`src/rtl/float_mul_pipe.sv`:
```
// float_mul_pipe: IEEE-style multiplier with an operand register and three compute stages.
// The pipeline stalls as a whole on valid/ready. FMUL_RNE_EN selects round-nearest-even; the default rounding is truncation.
module float_mul_pipe #(
  parameter int E_BIT = 8,
  parameter int F_BIT = 23,
  parameter int TAG_W = 4
) (
  input  logic                 clk,
  input  logic                 rst,
  input  logic                 in_valid,
  output logic                 in_ready,
  input  logic [E_BIT+F_BIT:0] in_a,
  input  logic [E_BIT+F_BIT:0] in_b,
  input  logic [TAG_W-1:0]     in_tag,
  output logic                 out_valid,
  input  logic                 out_ready,
  output logic [E_BIT+F_BIT:0] out_p,
  output logic [TAG_W-1:0]     out_tag,
  output logic [3:0]           out_flags
);
  localparam int W  = 1 + E_BIT + F_BIT;
  localparam int PW = 2*F_BIT + 2;
  localparam int XW = E_BIT + 2;
  localparam logic [XW-1:0]    BIAS    = XW'((1 << (E_BIT-1)) - 1);
  localparam logic [XW-1:0]    EXP_OVF = XW'((1 << E_BIT) - 1);
  localparam logic [E_BIT-1:0] EMAX    = '1;
  localparam logic [1:0] C_NUM = 2'd0, C_ZERO = 2'd1, C_INF = 2'd2, C_NAN = 2'd3;

  typedef struct packed {
    logic             sign;
    logic [1:0]       cls;
    logic [PW-1:0]    prod;
    logic [XW-1:0]    ex;
    logic [TAG_W-1:0] tag;
  } s1_t;

  typedef struct packed {
    logic             sign;
    logic [1:0]       cls;
    logic [F_BIT-1:0] frac;
    logic             carry;
    logic [XW-1:0]    ex;
    logic             inexact;
    logic [TAG_W-1:0] tag;
  } s2_t;

  // r_vld_pipe[0] is the operand register, and [3] is the output register.
  logic [3:0]       r_vld_pipe;
  logic [W-1:0]     r_a, r_b;
  logic [TAG_W-1:0] r_tag0;
  s1_t              r_s1, w_s1;
  s2_t              r_s2, w_s2;
  logic [W-1:0]     r_p, w_p;
  logic [TAG_W-1:0] r_tag;
  logic [3:0]       r_flags, w_flags;
  logic             w_adv;

  assign w_adv     = out_ready | ~r_vld_pipe[3];
  assign in_ready  = w_adv;
  assign out_valid = r_vld_pipe[3];
  assign out_p     = r_p;
  assign out_tag   = r_tag;
  assign out_flags = r_flags;

  // S1: decode, classify, significand product, exponent sum
  logic [E_BIT-1:0] w_ea, w_eb;
  logic [F_BIT-1:0] w_fa, w_fb;
  logic w_za, w_zb, w_ia, w_ib, w_na, w_nb;

  assign w_ea = r_a[W-2:F_BIT];
  assign w_eb = r_b[W-2:F_BIT];
  assign w_fa = r_a[F_BIT-1:0];
  assign w_fb = r_b[F_BIT-1:0];
  assign w_za = (w_ea == '0);
  assign w_zb = (w_eb == '0);
  assign w_ia = (w_ea == EMAX) && (w_fa == '0);
  assign w_ib = (w_eb == EMAX) && (w_fb == '0);
  assign w_na = (w_ea == EMAX) && (w_fa != '0);
  assign w_nb = (w_eb == EMAX) && (w_fb != '0);

  always_comb begin
    w_s1      = '0;
    w_s1.sign = r_a[W-1] ^ r_b[W-1];
    w_s1.tag  = r_tag0;
    w_s1.prod = {{(F_BIT+1){1'b0}}, 1'b1, w_fa} * {{(F_BIT+1){1'b0}}, 1'b1, w_fb};
    w_s1.ex   = XW'(w_ea) + XW'(w_eb) - BIAS;
    if (w_na | w_nb | (w_ia & w_zb) | (w_za & w_ib)) w_s1.cls = C_NAN;
    else if (w_ia | w_ib)                            w_s1.cls = C_INF;
    else if (w_za | w_zb)                            w_s1.cls = C_ZERO;
    else                                             w_s1.cls = C_NUM;
  end

  // S2: normalise to a leading one, then round
  logic             w_msb, w_guard, w_sticky, w_up;
  logic [F_BIT-1:0] w_frac;

  assign w_msb    = r_s1.prod[PW-1];
  assign w_frac   = w_msb ? r_s1.prod[PW-2 -: F_BIT] : r_s1.prod[PW-3 -: F_BIT];
  assign w_guard  = w_msb ? r_s1.prod[F_BIT]         : r_s1.prod[F_BIT-1];
  assign w_sticky = w_msb ? |r_s1.prod[F_BIT-1:0]    : |r_s1.prod[F_BIT-2:0];
`ifdef FMUL_RNE_EN
  assign w_up = w_guard & (w_sticky | w_frac[0]);
`else
  assign w_up = 1'b0;
`endif

  always_comb begin
    w_s2         = '0;
    w_s2.sign    = r_s1.sign;
    w_s2.cls     = r_s1.cls;
    w_s2.tag     = r_s1.tag;
    w_s2.inexact = w_guard | w_sticky;
    w_s2.ex      = r_s1.ex + {{(XW-1){1'b0}}, w_msb};
    {w_s2.carry, w_s2.frac} = {1'b0, w_frac} + {{F_BIT{1'b0}}, w_up};
  end

  // S3: when the rounding carry is set, frac has already wrapped to zero, so only the exponent moves.
  logic signed [XW-1:0] w_exp3;
  assign w_exp3 = $signed(r_s2.ex + {{(XW-1){1'b0}}, r_s2.carry});

  always_comb begin
    w_p     = '0;
    w_flags = '0;
    case (r_s2.cls)
      C_NAN: begin
        w_p     = {1'b0, EMAX, 1'b1, {(F_BIT-1){1'b0}}};
        w_flags = 4'b1000;
      end
      C_INF:  w_p = {r_s2.sign, EMAX, {F_BIT{1'b0}}};
      C_ZERO: w_p = {r_s2.sign, {(W-1){1'b0}}};
      default: begin
        if (w_exp3 <= 0) begin
          w_p     = {r_s2.sign, {(W-1){1'b0}}};
          w_flags = 4'b0011;
        end else if (w_exp3 >= $signed(EXP_OVF)) begin
          w_p     = {r_s2.sign, EMAX, {F_BIT{1'b0}}};
          w_flags = 4'b0101;
        end else begin
          w_p     = {r_s2.sign, w_exp3[E_BIT-1:0], r_s2.frac};
          w_flags = {3'b000, r_s2.inexact};
        end
      end
    endcase
  end

  always_ff @(posedge clk or posedge rst) begin
    if (rst) begin
      r_vld_pipe <= '0;
      r_a        <= '0;
      r_b        <= '0;
      r_tag0     <= '0;
      r_s1       <= '0;
      r_s2       <= '0;
      r_p        <= '0;
      r_tag      <= '0;
      r_flags    <= '0;
    end else if (w_adv) begin
      r_vld_pipe <= {r_vld_pipe[2:0], in_valid};
      r_a        <= in_a;
      r_b        <= in_b;
      r_tag0     <= in_tag;
      r_s1       <= w_s1;
      r_s2       <= w_s2;
      r_p        <= w_p;
      r_tag      <= r_s2.tag;
      r_flags    <= w_flags;
    end
  end
endmodule

```
`config.mk`:
```
export PLATFORM = sky130hd
export DESIGN_NAME = float_mul_pipe
export DESIGN_NICKNAME = d
export VERILOG_FILES = /design/src/rtl/float_mul_pipe.sv
export SDC_FILE = /design/constraint.sdc
export NUM_CORES = 2
export LEC_CHECK = 0
export CORE_UTILIZATION = 55
export DETAILED_ROUTE_END_ITERATION = 10
export PLACE_DENSITY = 0.73
export SYNTH_ARGS = -nofsm -noshare
export SYNTH_HDL_FRONTEND = slang
export SYNTH_SLANG_ARGS = --single-unit
```
`constraint.sdc`:
```
create_clock -name clk -period 17.2 [get_ports clk]
set_input_delay 2.58 -clock clk [delete_from_list [all_inputs] [get_ports clk]]
set_output_delay 2.58 -clock clk [all_outputs]
set_load 0.01 [all_outputs]
```
==> results.json <==
{
  "die_w_um": 227,
  "grt_overflow_total": 0,
  "max_freq_ghz": 0.128,
  "required_ps": 17650,
  "cp-end-kind": "flop",
  "cp_max_fo": 19,
  "fp.dieArea_um2": 51600,
  "final_common_cell": "nand2_1",
  "coreArea_um2": 50100,
  "num_vias": 21400,
  "drive_above_1_share_pct": 3.59,
  "floorplan.initialDensity_pct": 55.7,
  "finalInstanceArea_um2": 30600,
  "path_clk_slew_ps": 60,
  "setup_tns_ps": 0,
  "clock_path_buffers": 3,
  "synth_cell_type_count": 70,
  "synth.avg_cell_area_um2": 9.00,
  "layout_common_cells": "nand2_1 (604), inv_1 (585), fa_1 (483)",
  "yosysSeqAreaShare_pct": 19.5,
  "drc": 0,
  "worst_pin_slew_ps": 1300,
  "dr.first_iter.drc_count": 1681,
  "cp.buffers_inverters": 4,
  "outcome": "completed",
  "post_dp_cell_area_um2": 29600,
  "critPathArrivalTime_ps": 8250,
  "post-cts-setup-buffer-count": 0,
  "h-tree-depth": 1,
  "crit_type": "flop to flop",
  "hpwl_mm": 56.7,
  "insertion_delay_ps": 560,
  "crit_family": "adder cells",
  "dp_slack_ps": 9600,
  "multi_input_area_um2": 19600,
  "ys_ff_latch": 218,
  "min_period_ps": 7800,
  "synth_nets": 3846,
  "netlist_instances": 3101,
  "drv_cap": 0,
  "drt-pass1-iter-count": 6,
  "min_path_type": "flop to flop",
  "wl_per_cell_um": 19.8,
  "dp.cells": 3771,
  "setup_slack_ps": 9400,
  "cts_buffers": 26,
  "setup_viol": 0,
  "gp_congestion": 0.948,
  "rsz0062_at_grt": "no",
  "post_cts_resized": 0,
  "die_h_um": 227,
  "cts_tree": "done",
  "syn_to_final_growth_pct": 9.55,
  "port_buffers": 113,
  "ys_warn_count": 0,
  "crit_top_cell": "fa_1",
  "clock_sinks": 218,
  "post-route-period-util_pct": 45.3,
  "final_antenna_net_count": 0,
  "wl_mm": 75.8,
  "ys.flop_type": "dfrtp_1",
  "grt_pass1_vias": 22900,
  "finalMaxSlewViolations": 0,
  "synth_edf_count": 0,
  "crit_path_start_kind": "flop",
  "hold_viol_final": 0,
  "antenna_found_initial": 1,
  "viasPerCell": 5.59,
  "num_rows": 82,
  "ios": 114,
  "skew_ps": 17.1,
  "cts_hold_buffers": 0,
  "cp_cell_sequence": "clkinv_1, fa_1, fa_1, fa_1, inv_1, fa_1, fa_1, fa_1, inv_1, fa_1, inv_1, ha_1, a21oi_1, o21ai_0, a32oi_1, a21oi_2, o221ai_2, nand2_1, a311oi_1",
  "cp_slowest_stage_delay_ps": 1040,
  "synth-async-reset-ratio_pct": 100,
  "syn_area_um2": 27900,
  "final.fill_count": 4354,
  "grt_max_degree": 163,
  "grt_pass1_wl_mm": 122,
  "cp_slowest_cell": "dfrtp_1",
  "cts_root_buf": "clkbuf_16",
  "layout.nets": 3872,
  "ff_latch_area_um2": 5460,
  "diodes": 0,
  "max_slew_margin_pct": 13.2,
  "fin_cells": 3819,
  "grt_usage_pct": 30.9
}
## cells in the mapped netlist, drive strengths merged (5+ instances only)
cell,instances,share of area [%]
a31oi,5,0.11
buf,22,0.35
nand4,19,0.43
a21oi,92,1.7
o21ai,108,2.0
xnor2,29,0.91
and2,247,5.5
fa,483,35
inv,587,7.9
a21o,23,0.62
and3,10,0.22
o21a,5,0.13
dfrtp,218,20
nor2b,5,0.11
clkinv,6,0.081
nand2,605,8.1
mux2i,24,0.86
o21bai,11,0.30
nor3,19,0.36
clkbuf,133,1.8
a211oi,7,0.22
xor2,22,0.69
nor2,110,1.5
o211ai,7,0.22
a22o,24,0.75
nand3,20,0.36
nor4,21,0.47
ha,190,8.5
## cell type report
class,instances,share of cell area (%)
clock buffers,29,2.26
clock inverters,19,0.904
repair buffers,153,4.68
inverters,593,7.32
multi-input cells,2135,64.2
well taps,672,2.75
flip-flops and latches,218,17.8
## routing by layer
metal / share of wire (%) / GRT usage [%]
met2: 49 / 51.3
met1: 39 / 40.9
met3: 7.3 / 4.26
met5: 0 / 0
met4: 4.7 / 12.7
## path summary, 6_finish.rpt
| kind | start | endpoint | slack, ps | depth (start not counted) |
|---|---|---|---|---|
| worst max-delay path | r_a[0] | r_s1[59] | 9400 | 19 |
| worst min-delay path | out_tag[3] | out_tag[3] | 460 | 2 |
| worst max register to register | r_a[0] | r_s1[59] | 9400 | 19 |
| worst min register to register | out_tag[3] | out_tag[3] | 460 | 2 |
| max in group asynchronous | rst | r_s1[52] | 13060 | 3 |
| min in group asynchronous | rst | out_p[30] | 2700 | 2 |
## worst min-delay path: stages (launching register included)
cell and delay, ps:
dfrtp_1 340, nand2_1 50, nand2_1 50
## flip-flops by register name (all words and copies together), names as in the netlist
| register | cells |
|---|---|
| r_s2 | 41 |
| out_tag | 4 |
| out_flags | 4 |
| out_p | 32 |
| r_vld_pipe | 4 |
| r_tag0 | 4 |
| r_b | 32 |
| r_a | 32 |
| r_s1 | 65 |
## logic make-up (layout without fill, tap and decap cells)
| group | count (synthesis) | in the layout | synth area share, % |
|---|---|---|---|
| simple gates | 1074 | 1074 | 17.6 |
| buf+inv | 748 | 794 | 10.1 |
| fa+ha+maj | 673 | 673 | 43.2 |
| compound gates | 313 | 313 | 7.08 |
| flops | 218 | 218 | 19.5 |
| xor+xnor | 51 | 51 | 1.60 |
| mux | 24 | 24 | 0.861 |
## metrics by stage
step / utilization [%] / hold slack, ps
floorplan: - / 430
global placement: 59.1 / 443
detailed placement: 59.1 / 456
CTS: 61.1 / 469
global route: 61.1 / 486
finish: 61.1 / 464
Power is not shown: default switching activity piles up to over one toggle a cycle in this logic, so the estimate is an artifact.
